$ cat src/rtl/clk_div_pkg.sv
// clk_div_pkg: shared state type, minimum ratio and phase-length helper for clk_div_gen.
package clk_div_pkg;
    typedef enum logic [1:0] {IDLE, RUN, STOP} state_t;
    localparam int unsigned MIN_DIV = 2;
    function automatic int unsigned high_len(input int unsigned n);
        return (n + 32'd1) / 32'd2;
    endfunction
endpackage

$ cat src/rtl/clk_div_counter.sv
// clk_div_counter: period counter, boundary detect and registered divided clock.
module clk_div_counter
    import clk_div_pkg::*;
#(
    parameter int DIV_WIDTH = 8
) (
    input  logic                 clk,
    input  logic                 rst,
    input  logic                 en,
    input  logic                 idle,
    input  logic [DIV_WIDTH-1:0] n,
    output logic                 last,
    output logic                 o
);
    logic [DIV_WIDTH-1:0] cnt;
    assign last = cnt == n - DIV_WIDTH'(1);
    // o is computed for the cycle being entered, so it always matches the new cnt
    always_ff @(posedge clk) begin
        if (rst || !en) begin
            cnt <= '0;
            o   <= 1'b0;
        end else if (idle || last) begin
            cnt <= '0;
            o   <= 1'b1;
        end else begin
            cnt <= cnt + DIV_WIDTH'(1);
            o   <= 32'(cnt) + 32'd1 < high_len(32'(n));
        end
    end
endmodule

$ cat src/rtl/clk_div_gen.sv
// clk_div_gen: glitch-free programmable clock divider feeding a global clock buffer.
module clk_div_gen
    import clk_div_pkg::*;
#(
    parameter int DIV_WIDTH   = 8,
    parameter int DEFAULT_DIV = 2
) (
    input  logic                 C,
    input  logic                 R,
    input  logic                 EN,
    input  logic [DIV_WIDTH-1:0] DIV,
    input  logic                 DIV_REQ,
    output logic                 DIV_ACK,
    output logic                 DIV_BUSY,
    output logic                 ACTIVE,
    output logic                 O
);
    state_t               state, state_nxt;
    logic [DIV_WIDTH-1:0] div_cur, div_nxt, div_in;
    logic                 last, take;
    always_comb begin
        div_in    = (DIV < DIV_WIDTH'(MIN_DIV)) ? DIV_WIDTH'(MIN_DIV) : DIV;
        take      = DIV_REQ && !DIV_BUSY;
        state_nxt = EN ? RUN : (state == RUN) ? STOP : (state == STOP && !last) ? STOP : IDLE;
    end
    always_ff @(posedge C) begin
        if (R) begin
            state    <= IDLE;
            ACTIVE   <= 1'b0;
            div_cur  <= DIV_WIDTH'(DEFAULT_DIV);
            div_nxt  <= DIV_WIDTH'(DEFAULT_DIV);
            DIV_BUSY <= 1'b0;
            DIV_ACK  <= 1'b0;
        end else begin
            state   <= state_nxt;
            ACTIVE  <= state_nxt != IDLE;
            DIV_ACK <= 1'b0;
            if (state == IDLE) begin
                if (take) begin
                    div_cur <= div_in;
                    DIV_ACK <= 1'b1;
                end
            end else if (last && DIV_BUSY) begin
                div_cur  <= div_nxt;
                DIV_BUSY <= 1'b0;
                DIV_ACK  <= 1'b1;
            end else if (take) begin
                // a capture on the boundary edge waits for the following boundary
                div_nxt  <= div_in;
                DIV_BUSY <= 1'b1;
            end
        end
    end
    clk_div_counter #(.DIV_WIDTH(DIV_WIDTH)) u_counter (
        .clk (C),
        .rst (R),
        .en  (state_nxt != IDLE),
        .idle(state == IDLE),
        .n   (div_cur),
        .last(last),
        .o   (O)
    );
endmodule

$ cat config.mk
export PLATFORM = sky130hd
export DESIGN_NAME = clk_div_gen
export DESIGN_NICKNAME = d
export VERILOG_FILES = /design/src/rtl/clk_div_pkg.sv /design/src/rtl/clk_div_counter.sv /design/src/rtl/clk_div_gen.sv
export SDC_FILE = /design/constraint.sdc
export NUM_CORES = 1
export LEC_CHECK = 0
export BUFFER_PORTS_ARGS = -buffer_cell sky130_fd_sc_hd__buf_2
export CAP_MARGIN = 15
export CORE_ASPECT_RATIO = 0.6
export CORE_MARGIN = 4
export CORE_UTILIZATION = 60
export CTS_BUF_LIST = sky130_fd_sc_hd__clkbuf_16
export DETAILED_ROUTE_END_ITERATION = 8
export HOLD_SLACK_MARGIN = 0.08
export MAX_ROUTING_LAYER = met4
export PLACE_DENSITY = 0.89
export SLEW_MARGIN = 20
export SYNTH_ARGS = -nofsm -noshare
export SYNTH_HDL_FRONTEND = slang
export SYNTH_SLANG_ARGS = --single-unit
$ cat constraint.sdc
create_clock -name C -period 5.1 [get_ports C]
set_input_delay 0.51 -clock C [delete_from_list [all_inputs] [get_ports C]]
set_output_delay 0.51 -clock C [all_outputs]
set_load 0.1 [all_outputs]
* Word-level counts from Yosys, hierarchy flattened
Index checks and enable logic that the tools add are counted.
Word-level totals: output and inout port bits 4, bits of input ports 12, register bits 30, logic and storage cells 49
Operators by class: $lt $le $gt $ge 2, multiplexer cells 13, eq/ne operators 4, $add $sub $neg 4, reduce and logical (&&, ||, !) cells 16, bitwise operators 2
Operators by type and width (number):
- $lt A32 B31 Y1 | 1
- $mux W8 | 4
- $add A8 B1 Y9 const B | 2
- $add A8 B1 Y8 const B | 1
- $eq A8 B8 Y1 | 1
- $lt A8 B2 Y1 const B | 1
- $sub A8 B1 Y8 const B | 1
- $mux W1 | 6
- $mux W2 | 3
- $reduce_bool A2 Y1 | 3
- $reduce_and A2 Y1 | 2
- $logic_and A1 B1 Y1 | 3
- $logic_not A1 Y1 | 3
- $reduce_and A3 Y1 | 1
- $eq A2 B1 Y1 const B | 1
- $eq A2 B2 Y1 const B | 1
- $logic_not A2 Y1 | 1
- $logic_or A1 B1 Y1 | 2
- $ne A2 B2 Y1 const B | 1
- $not A1 Y1 | 2
- $reduce_or A2 Y1 | 1

* Depth between registers and ports, before layout
Gate-level depths: netlist (run 1).
depth in word-level cells 11, depth in mapped cells 11, mapped depth without buffers 11

* Modules after synthesis
A second synthesis (run 1) with hierarchy kept.
Second synthesis, totals: cells, all modules 216, area total of the unflattened synthesis 1898.1 um2
Modules (own cells, without submodules):
- clk_div_counter | times used 1, area an instance 991.0 um2, sequential area each 180.2 um2, cells each 119
- clk_div_gen | times used 1, area an instance 907.1 um2, sequential area each 420.4 um2, cells each 97

* Least setup slack after synthesis (run 1)
No wires, ideal clock.
path type register to register, start point register div_cur[2], end point register div_cur[0], cell stages (with the launch flop) 8, path buffers 1, required time 4.969 ns, setup slack 2.718 ns, arrival 2.251 ns, setup time 0.131 ns, clock period less this slack 2.382 ns, path through dfxtp_1 > buf_6 > or3_1 > or4_4 > a2111oi_4 > nand4_1 > a221oi_1 > a311oi_1
On the way: longest elaborated chain between the ends 5
Ends and longest elaborated chain:
- start, declared | line clk_div_gen.sv:19 | logic [DIV_WIDTH-1:0] div_cur, div_nxt, div_in;
- start signal, assigned | line clk_div_gen.sv:30 | div_cur <= DIV_WIDTH'(DEFAULT_DIV);
- start signal, assigned | line clk_div_gen.sv:40 | div_cur <= div_in;
- start signal, assigned | line clk_div_gen.sv:44 | div_cur <= div_nxt;
- $sub A8 B1 Y8 | line clk_div_counter.sv:16 | assign last = cnt == n - DIV_WIDTH'(1);
- $eq A8 B8 Y1 | line clk_div_counter.sv:16
- $logic_and A1 B1 Y1 | line clk_div_gen.sv:43 | end else if (last && DIV_BUSY) begin
- $reduce_bool A2 Y1 (no source line)
- $reduce_and A2 Y1 (no source line)
Every way passes these cells. A chain may end at the register's enable or synchronous reset.

* Worst setup path after layout (run 1)
start point register div_cur[2], end point register u_counter.o
On the way: longest elaborated chain between the ends 10, elaborated cells on any way between the ends 14, classes of those cells add/sub (2); order compare (1); eq/ne (1); mux (4); reduce/logical (6)
Ends and longest elaborated chain:
- parallel branches: the longest is 10 deep, another holds $lt A32 B31 Y1
- end signal, assigned | line clk_div_counter.sv:27 | o <= 32'(cnt) + 32'd1 < high_len(32'(n));
- end, declared | line clk_div_counter.sv:13 | output logic o
Parallel ways; which one is timed is not known.

==> results.json, run 1 <==
{
  "outcome": "finished clean",
  "post_synth.cell_area_avg_um2": 8.32,
  "initial_utilization_pct": 63.5,
  "nets": 250,
  "setup_viol_count_final": 0,
  "count_of_inserted_antenna_diode_cells": 0,
  "crit_type": "flop to flop",
  "synthFlopType": "dfxtp_1",
  "finalHoldViolations": 0,
  "synthDominantCellAreaShare_pct": 32.5,
  "synth.top_cells.by_area": "dfxtp_1, ha_1, nand2_1",
  "mappedNetlistArea_um2": 1850,
  "clk_pin_slew_ns": 0.05,
  "cts_max_level": 2,
  "core_area_um2": 2910,
  "synthMostInstantiatedCell": "nand2_1",
  "detail_route.wirelength_mm": 4.24,
  "yosys_warnings": 0,
  "ff_latch_count_synth": 30,
  "drt.antenna.violating_nets": 0,
  "tritoncts": "done",
  "number_of_standard_cells_in_the_layout_taps_in_and_fillers_out": 271,
  "hold_path.class": "flop to flop",
  "clkSinkCount": 30,
  "yosysTopAreaCell": "dfxtp_1",
  "ctsLongestPathBuffers": 2,
  "place_inst": 263,
  "gp_congestion": 0.843,
  "detail_route.vias_per_cell": 6.13,
  "post_route_cells_drive_above_1_share_pct": 12.7,
  "commonest_cells_in_the_synthesized_netlist": "nand2_1, dfxtp_1, nor2_1",
  "placement.io_buffers": 15,
  "design.portCount": 16,
  "cts_root_cell": "clkbuf_16",
  "synth_edf_count": 0,
  "routed-via-count": 1660,
  "cp.arrival_ns": 2.87,
  "clock.fmax_ghz": 0.367,
  "synth_nets": 244,
  "power_density_over_cell_area_nw_per_um2": 335,
  "end_kind": "flop",
  "drt_drc_violations_left": 0,
  "grt_util_all_layers_pct": 24.6,
  "tightest_slew_ns": 0.778,
  "drv.max_cap_violation_count": 0,
  "overflow": 0,
  "setup_total_negative_slack_ns": 0,
  "rsz_0062_raised_after_global_routing": "no",
  "postLayoutCoreUtil_pct": 68.2,
  "clkLatencyLatePin_ns": 0.28,
  "grt_antenna_before_repair": 0,
  "fin_crit_ns": 2.72,
  "vias_in_the_first_global_route": 1481,
  "period_share_pct": 53.4,
  "cts_buffers": 5,
  "grt_pass1_wl_mm": 7.21,
  "power_leakage_nw": 0.820,
  "final-max-slew-violation-count": 0,
  "synthesis.instances": 222,
  "cp_max_fo": 12,
  "chipHeight_um": 51.0,
  "drt_iter0_markers": 189,
  "cts_repair_resize_count": 0,
  "proportion_of_synthesized_chip_area_in_sequential_cells_pct": 32.5,
  "clock-skew-final_ns": 0.00325,
  "fin_hold_ws_ns": 0.455,
  "detail_route.first_pass.iterations": 4,
  "num_rows": 15,
  "drt-wirelength-per-cell_um": 15.6,
  "die_area_um2": 4060,
  "vdd.ir_drop.worst_v": 0.000180,
  "flow.area_growth_from_synthesis_pct": 7.45,
  "die_width_um": 79.6,
  "critPathLaunchType": "flop",
  "totalPowerFinal_mw": 0.666,
  "synth-async-reset-ratio_pct": 0,
  "synthDistinctLibCells": 43,
  "cts_post_setup_buffers_inserted": 0,
  "relSlewSlack_pct": 47.8,
  "number_of_hold_buffers_added_after_cts": 0,
  "dpl.hpwl_mm": 3.01,
  "worstPathRequired_ns": 5.25,
  "maximum_number_of_pins_on_one_net_before_global_route_repair": 24
}
-- cells by family (layout without fill, tap and decap cells) --
kind of cell / count (synthesis) / in the layout / synth area share [%]
XOR/XNOR: 21 / 21 / 9.96
buffers and inverters: 19 / 26 / 7.52
AO/OA/AOI/OAI: 41 / 41 / 16.9
adder cells (fa/ha/maj): 10 / 10 / 6.78
flip-flops: 30 / 30 / 32.5
AND/OR/NAND/NOR: 101 / 101 / 26.4
-- state kept, by name, summed over array words and instances, names as in the netlist --
| signal | count |
|---|---|
| ACTIVE | 1 |
| div_nxt | 8 |
| DIV_BUSY | 1 |
| DIV_ACK | 1 |
| div_cur | 8 |
| u_counter.o | 1 |
| u_counter.cnt | 8 |
| state | 2 |
-- routing by layer --
metal / routed length, µm / global-route usage [%] / vias to the layer above
met1: 1990 / 33.6 / 774
met5: 0 / - / -
met2: 1760 / 33.2 / 81
met3: 414 / 5.99 / 7
li1: - / - / 798
met4: 77 / 12.9 / 0
-- critical path, cell delays in order (launching register included) --
cell       delay, ns
dfxtp_1         0.39
or3_1           0.43
or4_4           0.50
a2111oi_4       0.40
nand3_1         0.39
o31ai_1         0.38
nor3_1          0.09
-- cell usage in the layout (no fill, tap or decap), types with 2 or more instances in the layout --
cell type,n
a211oi_1,2
nor2_1,21
xnor2_1,12
o21ai_0,4
xor2_1,9
a31o_2,2
a311oi_1,8
a221oi_1,2
and2_1,3
o31ai_1,2
nand3b_1,2
nor2b_1,3
nand3_1,11
nor3_1,10
ha_1,10
dfxtp_1,30
inv_1,4
and3_1,9
nand2_1,31
clkbuf_16,5
buf_2,15
a21oi_1,11
nand4_1,4
-- where the power goes --
part / leakage [nW] / switching, mW / internal, mW
sequential: 0.246 / 0.0181 / 0.248
clock: 0.0724 / 0.0996 / 0.176
combinational: 0.502 / 0.0793 / 0.0453
-- worst paths after layout --
check                           slack (ns)     endpoint  cells past startpoint  startpoint
worst max-delay path                  2.38  u_counter.o                      6  div_cur[2]
worst min-delay path                  0.45   div_nxt[2]                      2  div_nxt[2]
worst max register to register        2.38  u_counter.o                      6  div_cur[2]
worst min register to register        0.45   div_nxt[2]                      2  div_nxt[2]
-- stage by stage --
step           cell area [µm²]  worst slack (ns)
3_3_place_gp              1850              2.50
5_1_grt                   1980              2.20
4_1_cts                   1980              2.40
2_1_floorplan             1850              2.72
3_5_place_dp              1850              2.44
6_report                  1980              2.38
-- final cells by class --
cell class                 instances  area [µm²]
multi-input combinational        173        1110
fill                             248         925
clock inverter                     3        12.5
inverter                           3        11.3
tap                               42        52.6
sequential                        30         601
clock buffer                       5         125
timing repair buffer              15        75.1
Note: power is estimated with default switching activity, not from simulation.
==> run 2: changes to the inputs <==
--- a/config.mk
+++ b/config.mk
@@ -5,16 +5,17 @@
 export SDC_FILE = /design/constraint.sdc
 export NUM_CORES = 1
 export LEC_CHECK = 0
+export ABC_AREA = 1
 export BUFFER_PORTS_ARGS = -buffer_cell sky130_fd_sc_hd__buf_2
 export CAP_MARGIN = 15
 export CORE_ASPECT_RATIO = 0.6
 export CORE_MARGIN = 4
-export CORE_UTILIZATION = 60
+export CORE_UTILIZATION = 59
 export CTS_BUF_LIST = sky130_fd_sc_hd__clkbuf_16
 export DETAILED_ROUTE_END_ITERATION = 8
 export HOLD_SLACK_MARGIN = 0.08
 export MAX_ROUTING_LAYER = met4
-export PLACE_DENSITY = 0.89
+export PLACE_DENSITY = 0.88
 export SLEW_MARGIN = 20
 export SYNTH_ARGS = -nofsm -noshare
 export SYNTH_HDL_FRONTEND = slang
==> constraint.sdc (replaced) <==
create_clock -name C -period 2.65 [get_ports C]
set_input_delay 0.265 -clock C [delete_from_list [all_inputs] [get_ports C]]
set_output_delay 0.265 -clock C [all_outputs]
set_load 0.1 [all_outputs]
==> results.json, run 2 <==
{
  "outcome": "finished clean",
  "initial_utilization_pct": 64.3,
  "grt_util_all_layers_pct": 25.4,
  "mappedNetlistArea_um2": 1930,
  "proportion_of_synthesized_chip_area_in_sequential_cells_pct": 31.1,
  "clk_pin_slew_ns": 0.05,
  "vias_in_the_first_global_route": 1717,
  "cts_buffers": 5,
  "slowest_stage": "dfxtp_1",
  "final-max-slew-violation-count": 0,
  "critical_path_s_largest_stage_delay_ns": 0.57,
  "setup_viol_count_final": 0,
  "detail_route.wirelength_mm": 4.53,
  "power_density_over_cell_area_nw_per_um2": 620,
  "number_of_hold_buffers_added_after_cts": 0,
  "drt.antenna.violating_nets": 0,
  "finalHoldViolations": 0,
  "cp_max_fo": 7,
  "dpl.hpwl_mm": 3.44,
  "die_width_um": 81.9,
  "detail_route.first_pass.iterations": 5,
  "detail_route.vias_per_cell": 5.32,
  "synth_edf_count": 0,
  "critPathLaunchType": "flop",
  "worstPathCellList": "inv_2 > nor3_1 > inv_1 > nor2_1 > inv_1 > nor3_1 > xor2_1 > ha_1 > nand2_1 > o21a_1 > a31oi_1 > nor2_1",
  "num_rows": 15,
  "ff_latch_count_synth": 30,
  "chipHeight_um": 52.3,
  "crit_type": "flop to flop",
  "worstPathRequired_ns": 2.82,
  "setup_total_negative_slack_ns": 0,
  "clkSinkCount": 30,
  "drt_drc_violations_left": 0,
  "synthDistinctLibCells": 28,
  "drt_iter0_markers": 107,
  "cp.arrival_ns": 2.45,
  "overflow": 0,
  "tritoncts": "done",
  "synth_nets": 308,
  "post_route_cells_drive_above_1_share_pct": 13.3,
  "layout_filler_cell_count": 258,
  "gp_congestion": 0.972,
  "core_area_um2": 3000,
  "yosysTopAreaCell": "dfxtp_1",
  "vdd.ir_drop.worst_v": 0.000326,
  "synthFlopType": "dfxtp_1",
  "period_share_pct": 85.9,
  "clock-skew-final_ns": 0.00620,
  "post_synth.cell_area_avg_um2": 6.75,
  "end_kind": "flop",
  "hold_path.class": "primary input to flop",
  "clkLatencyLatePin_ns": 0.28,
  "placement.io_buffers": 15,
  "layout_commonest_cell": "nand2_1",
  "routed-via-count": 1824,
  "synthMostInstantiatedCell": "nand2_1",
  "grt_antenna_before_repair": 0,
  "rsz_0062_raised_after_global_routing": "no",
  "tightest_slew_ns": 0.718,
  "mostFrequentLayoutCells": "nand2_1, inv_1, nor2_1",
  "power_leakage_nw": 1.03,
  "maximum_number_of_pins_on_one_net_before_global_route_repair": 19,
  "fin_hold_ws_ns": 0.165,
  "nets": 322,
  "commonest_cells_in_the_synthesized_netlist": "nand2_1, inv_1, nor2_1",
  "clock.fmax_ghz": 0.439,
  "grt_pass1_wl_mm": 7.77,
  "yosys_warnings": 0,
  "synth.top_cells.by_area": "dfxtp_1, nand2_1, inv_1",
  "flow.area_growth_from_synthesis_pct": 11.0,
  "drt-wirelength-per-cell_um": 13.2,
  "synthesis.instances": 286,
  "drv.max_cap_violation_count": 0,
  "relSlewSlack_pct": 52.0,
  "synth-async-reset-ratio_pct": 0,
  "cts_repair_resize_count": 0,
  "fin_crit_ns": 2.28,
  "cts_post_setup_buffers_inserted": 0,
  "cts_root_cell": "clkbuf_16",
  "die_area_um2": 4280,
  "reg.largest.list": "div_cur x8, div_nxt x8, u_counter.cnt x8",
  "count_of_inserted_antenna_diode_cells": 0,
  "synthDominantCellAreaShare_pct": 31.1,
  "ctsLongestPathBuffers": 2,
  "design.portCount": 16,
  "cts_max_level": 2
}
## run 2: cell count changes after synthesis, sizes merged, moves of 3 or more
cell | previous run | this run
inv | 3 | 41
nand2 | 32 | 66
nor2 | 21 | 42
nand3 | 11 | 25
o21ai | 5 | 19
and3 | 10 | 0
xnor2 | 12 | 3
a21oi | 11 | 19
a311oi | 8 | 0
nor3 | 10 | 4
buf | 9 | 4
nor2b | 3 | 0
## run 2: cell type report
type	instances	area [µm²]	share of cell area (%)
Timing Repair Buffer	16	82.6	3.85
Sequential cell	30	601	28.0
Tap cell	42	52.6	2.45
Inverter	41	154	7.18
Clock buffer	5	125	5.83
Clock inverter	3	12.5	0.583
Multi-Input combinational cell	206	1120	52.1
## run 2: worst max-delay path: cells and delay by family, from the launching register on
family	cells	cell delay, ns
buffers and inverters	3	0.27
adder cells (fa/ha/maj)	1	0.32
XOR/XNOR	1	0.12
flip-flops	1	0.57
AND/OR/NAND/NOR	5	0.55
AO/OA/AOI/OAI	2	0.34
## run 2: final timing paths
kind / depth (start not counted) / startpoint / slack, ns / endpoint
max: 12 / div_cur[2] / 0.37 / u_counter.o
min: 2 / EN / 0.16 / state[1]
max reg2reg: 12 / div_cur[2] / 0.37 / u_counter.o
min reg2reg: 2 / div_nxt[4] / 0.45 / div_nxt[4]
## run 2: through the flow
step           std cells  instance area, µm²  setup slack [ns]  power, mW  utilization, %
6_report             343                2140             0.373       1.33            71.4
5_1_grt              343                2140            0.0817       1.38            71.4
4_1_cts              343                2140             0.380       1.33            71.4
3_5_place_dp         335                2010             0.428      0.786            66.8
3_3_place_gp         335                2010             0.448      0.780            66.8
2_1_floorplan        286                1930             0.712      0.730               -
## run 2: cells by family after synthesis
logic type,Yosys count,share of synthesized area [%]
AOI/OAI and AO/OA,41,12.5
DFF,30,31.1
xor gates and xnor gates,14,6.35
adders and majority gates,10,6.48
buffers and inverters,50,11.1
and+or+nand+nor,141,32.5
## run 2: layer usage
layer	part of all wire, %	global-route usage, %	wire, µm	up-vias
met5	0	-	0	-
met4	1.8	9.39	80	0
met3	7.3	7.56	332	10
met2	41	35.3	1840	57
met1	50	34.6	2280	822
li1	-	-	-	935
## run 2: power breakdown
part	switching [mW]	internal, mW	total [mW]
Combinational	0.189	0.0906	0.279
Clock	0.204	0.339	0.543
Sequential	0.0284	0.478	0.507
==> run 3: changes to the inputs <==
--- a/config.mk
+++ b/config.mk
@@ -5,7 +5,7 @@
 export SDC_FILE = /design/constraint.sdc
 export NUM_CORES = 1
 export LEC_CHECK = 0
-export ABC_AREA = 1
+export ABC_AREA = 0
 export BUFFER_PORTS_ARGS = -buffer_cell sky130_fd_sc_hd__buf_2
 export CAP_MARGIN = 15
 export CORE_ASPECT_RATIO = 0.6
==> results.json, run 3 (synthesis results as in run 1) <==
{
  "outcome": "finished clean",
  "end_kind": "flop",
  "post_route_cells_drive_above_1_share_pct": 15.7,
  "hold_path.class": "primary input to flop",
  "initial_utilization_pct": 63.1,
  "cts_repair_resize_count": 0,
  "fin_hold_ws_ns": 0.219,
  "cp_max_fo": 7,
  "rsz_0062_raised_after_global_routing": "no",
  "critical_path.n_buffers_inverters": 0,
  "clkSinkCount": 30,
  "multiInputGateArea_um2": 1110,
  "fin_crit_ns": 2.48,
  "critPathLaunchType": "flop",
  "count_of_inserted_antenna_diode_cells": 0,
  "grt_util_all_layers_pct": 24.2,
  "routed-via-count": 1643,
  "cts_max_level": 2,
  "worstPathRequired_ns": 2.82,
  "core_area_um2": 2930,
  "flow.area_growth_from_synthesis_pct": 10.2,
  "finalHoldViolations": 0,
  "slowest_stage": "or4_4",
  "die_width_um": 80.2,
  "drt-wirelength-per-cell_um": 15.4,
  "number_of_hold_buffers_added_after_cts": 0,
  "kind_of_cell_adding_the_most_delay_to_the_critical_path": "simple AND/OR/NAND/NOR gates",
  "layout_filler_cell_count": 235,
  "clock.fmax_ghz": 0.403,
  "detail_route.vias_per_cell": 5.93,
  "detail_route.first_pass.iterations": 4,
  "layout_commonest_cell": "nand2_1",
  "dpl.hpwl_mm": 3.11,
  "ctsLongestPathBuffers": 2,
  "overflow": 0,
  "relSlewSlack_pct": 44.3,
  "grt_pass1_wl_mm": 7.31,
  "vdd.ir_drop.worst_v": 0.000346,
  "vias_in_the_first_global_route": 1497,
  "tightest_slew_ns": 0.830,
  "nets": 256,
  "crit_type": "flop to flop",
  "chipHeight_um": 51.3,
  "cts_buffers": 5,
  "design.portCount": 16,
  "regArea_um2": 602,
  "setup_viol_count_final": 0,
  "place_inst": 269,
  "clk_pin_slew_ns": 0.05,
  "cts_root_cell": "clkbuf_16",
  "die_area_um2": 4120,
  "tritoncts": "done",
  "power_leakage_nw": 0.846,
  "grt_antenna_before_repair": 0,
  "number_of_standard_cells_in_the_layout_taps_in_and_fillers_out": 277,
  "power_density_over_cell_area_nw_per_um2": 638,
  "drt_iter0_markers": 152,
  "clock-skew-final_ns": 0.00504,
  "detail_route.wirelength_mm": 4.27,
  "drv.max_cap_violation_count": 0,
  "drt_drc_violations_left": 0,
  "cts_post_setup_buffers_inserted": 0,
  "worstPathCellList": "or3_1 > or4_4 > a2111oi_4 > and4_1 > nor3_1 > a311oi_1",
  "mostFrequentLayoutCells": "nand2_1, dfxtp_1, nor2_1",
  "critical_path_s_largest_stage_delay_ns": 0.50,
  "setup_total_negative_slack_ns": 0,
  "period_share_pct": 93.6,
  "num_rows": 15,
  "gp_congestion": 0.910,
  "totalPowerFinal_mw": 1.30,
  "reg.largest.list": "div_cur x8, div_nxt x8, u_counter.cnt x8",
  "placement.io_buffers": 15,
  "clkLatencyLatePin_ns": 0.28,
  "maximum_number_of_pins_on_one_net_before_global_route_repair": 24,
  "drt.antenna.violating_nets": 0,
  "cp.arrival_ns": 2.65,
  "final-max-slew-violation-count": 0
}
[run 3: changes by cell type in the layout (fill, tap and decap cells not counted), moves of 12 or more]
cell,delta
nand2_1,-34
nor2_1,-17
inv_1,-37
nand3_1,-12
o21ai_0,-15
[run 3: metal layers]
metal / share of wire [%] / vias up / routed length, µm / GRT usage (%)
met5: 0 / - / 0 / -
met4: 1.3 / 0 / 55 / 9.55
li1: - / 813 / - / -
met3: 8.1 / 7 / 346 / 6.34
met1: 51 / 753 / 2170 / 34.9
met2: 40 / 70 / 1700 / 31.6
[run 3: power by group]
part	switching, mW	total, mW	leakage, nW	internal [mW]
Combinational	0.166	0.262	0.533	0.0967
Clock	0.195	0.536	0.0672	0.341
Sequential	0.0231	0.500	0.246	0.477
Total	0.384	1.30	0.846	0.915
[run 3: cell type report]
type | count | area share, %
multi-input combinational | 173 | 54.4
clock inverter | 3 | 0.800
timing repair buffer | 21 | 5.90
sequential | 30 | 29.6
clock buffer | 5 | 6.15
tap | 42 | 2.58
inverter | 3 | 0.554
[run 3: worst paths after layout]
kind | from | endpoint | slack (ns) | cells after the start
setup / recovery | div_cur[2] | div_cur[3] | 0.17 | 6
hold / removal | EN | state[1] | 0.22 | 2
setup reg to reg | div_cur[2] | div_cur[3] | 0.17 | 6
hold reg to reg | div_nxt[6] | div_nxt[6] | 0.46 | 2
[run 3: worst reg2reg max path, cell delays in order (launching register included)]
cell	delay, ns
dfxtp_1	0.31
or3_1	0.39
or4_4	0.50
a2111oi_4	0.39
and4_1	0.40
nor3_1	0.08
a311oi_1	0.29
[run 3: stage by stage]
| stage | util, % | setup slack [ns] | instance area [µm²] |
|---|---|---|---|
| CTS | 69.4 | 0.203 | 2030 |
| global route | 69.5 | 0.0712 | 2030 |
| floorplan | - | 0.268 | 1850 |
| finish | 69.5 | 0.170 | 2030 |
| global placement | 64.6 | 0.295 | 1890 |
| detailed placement | 64.6 | 0.237 | 1890 |
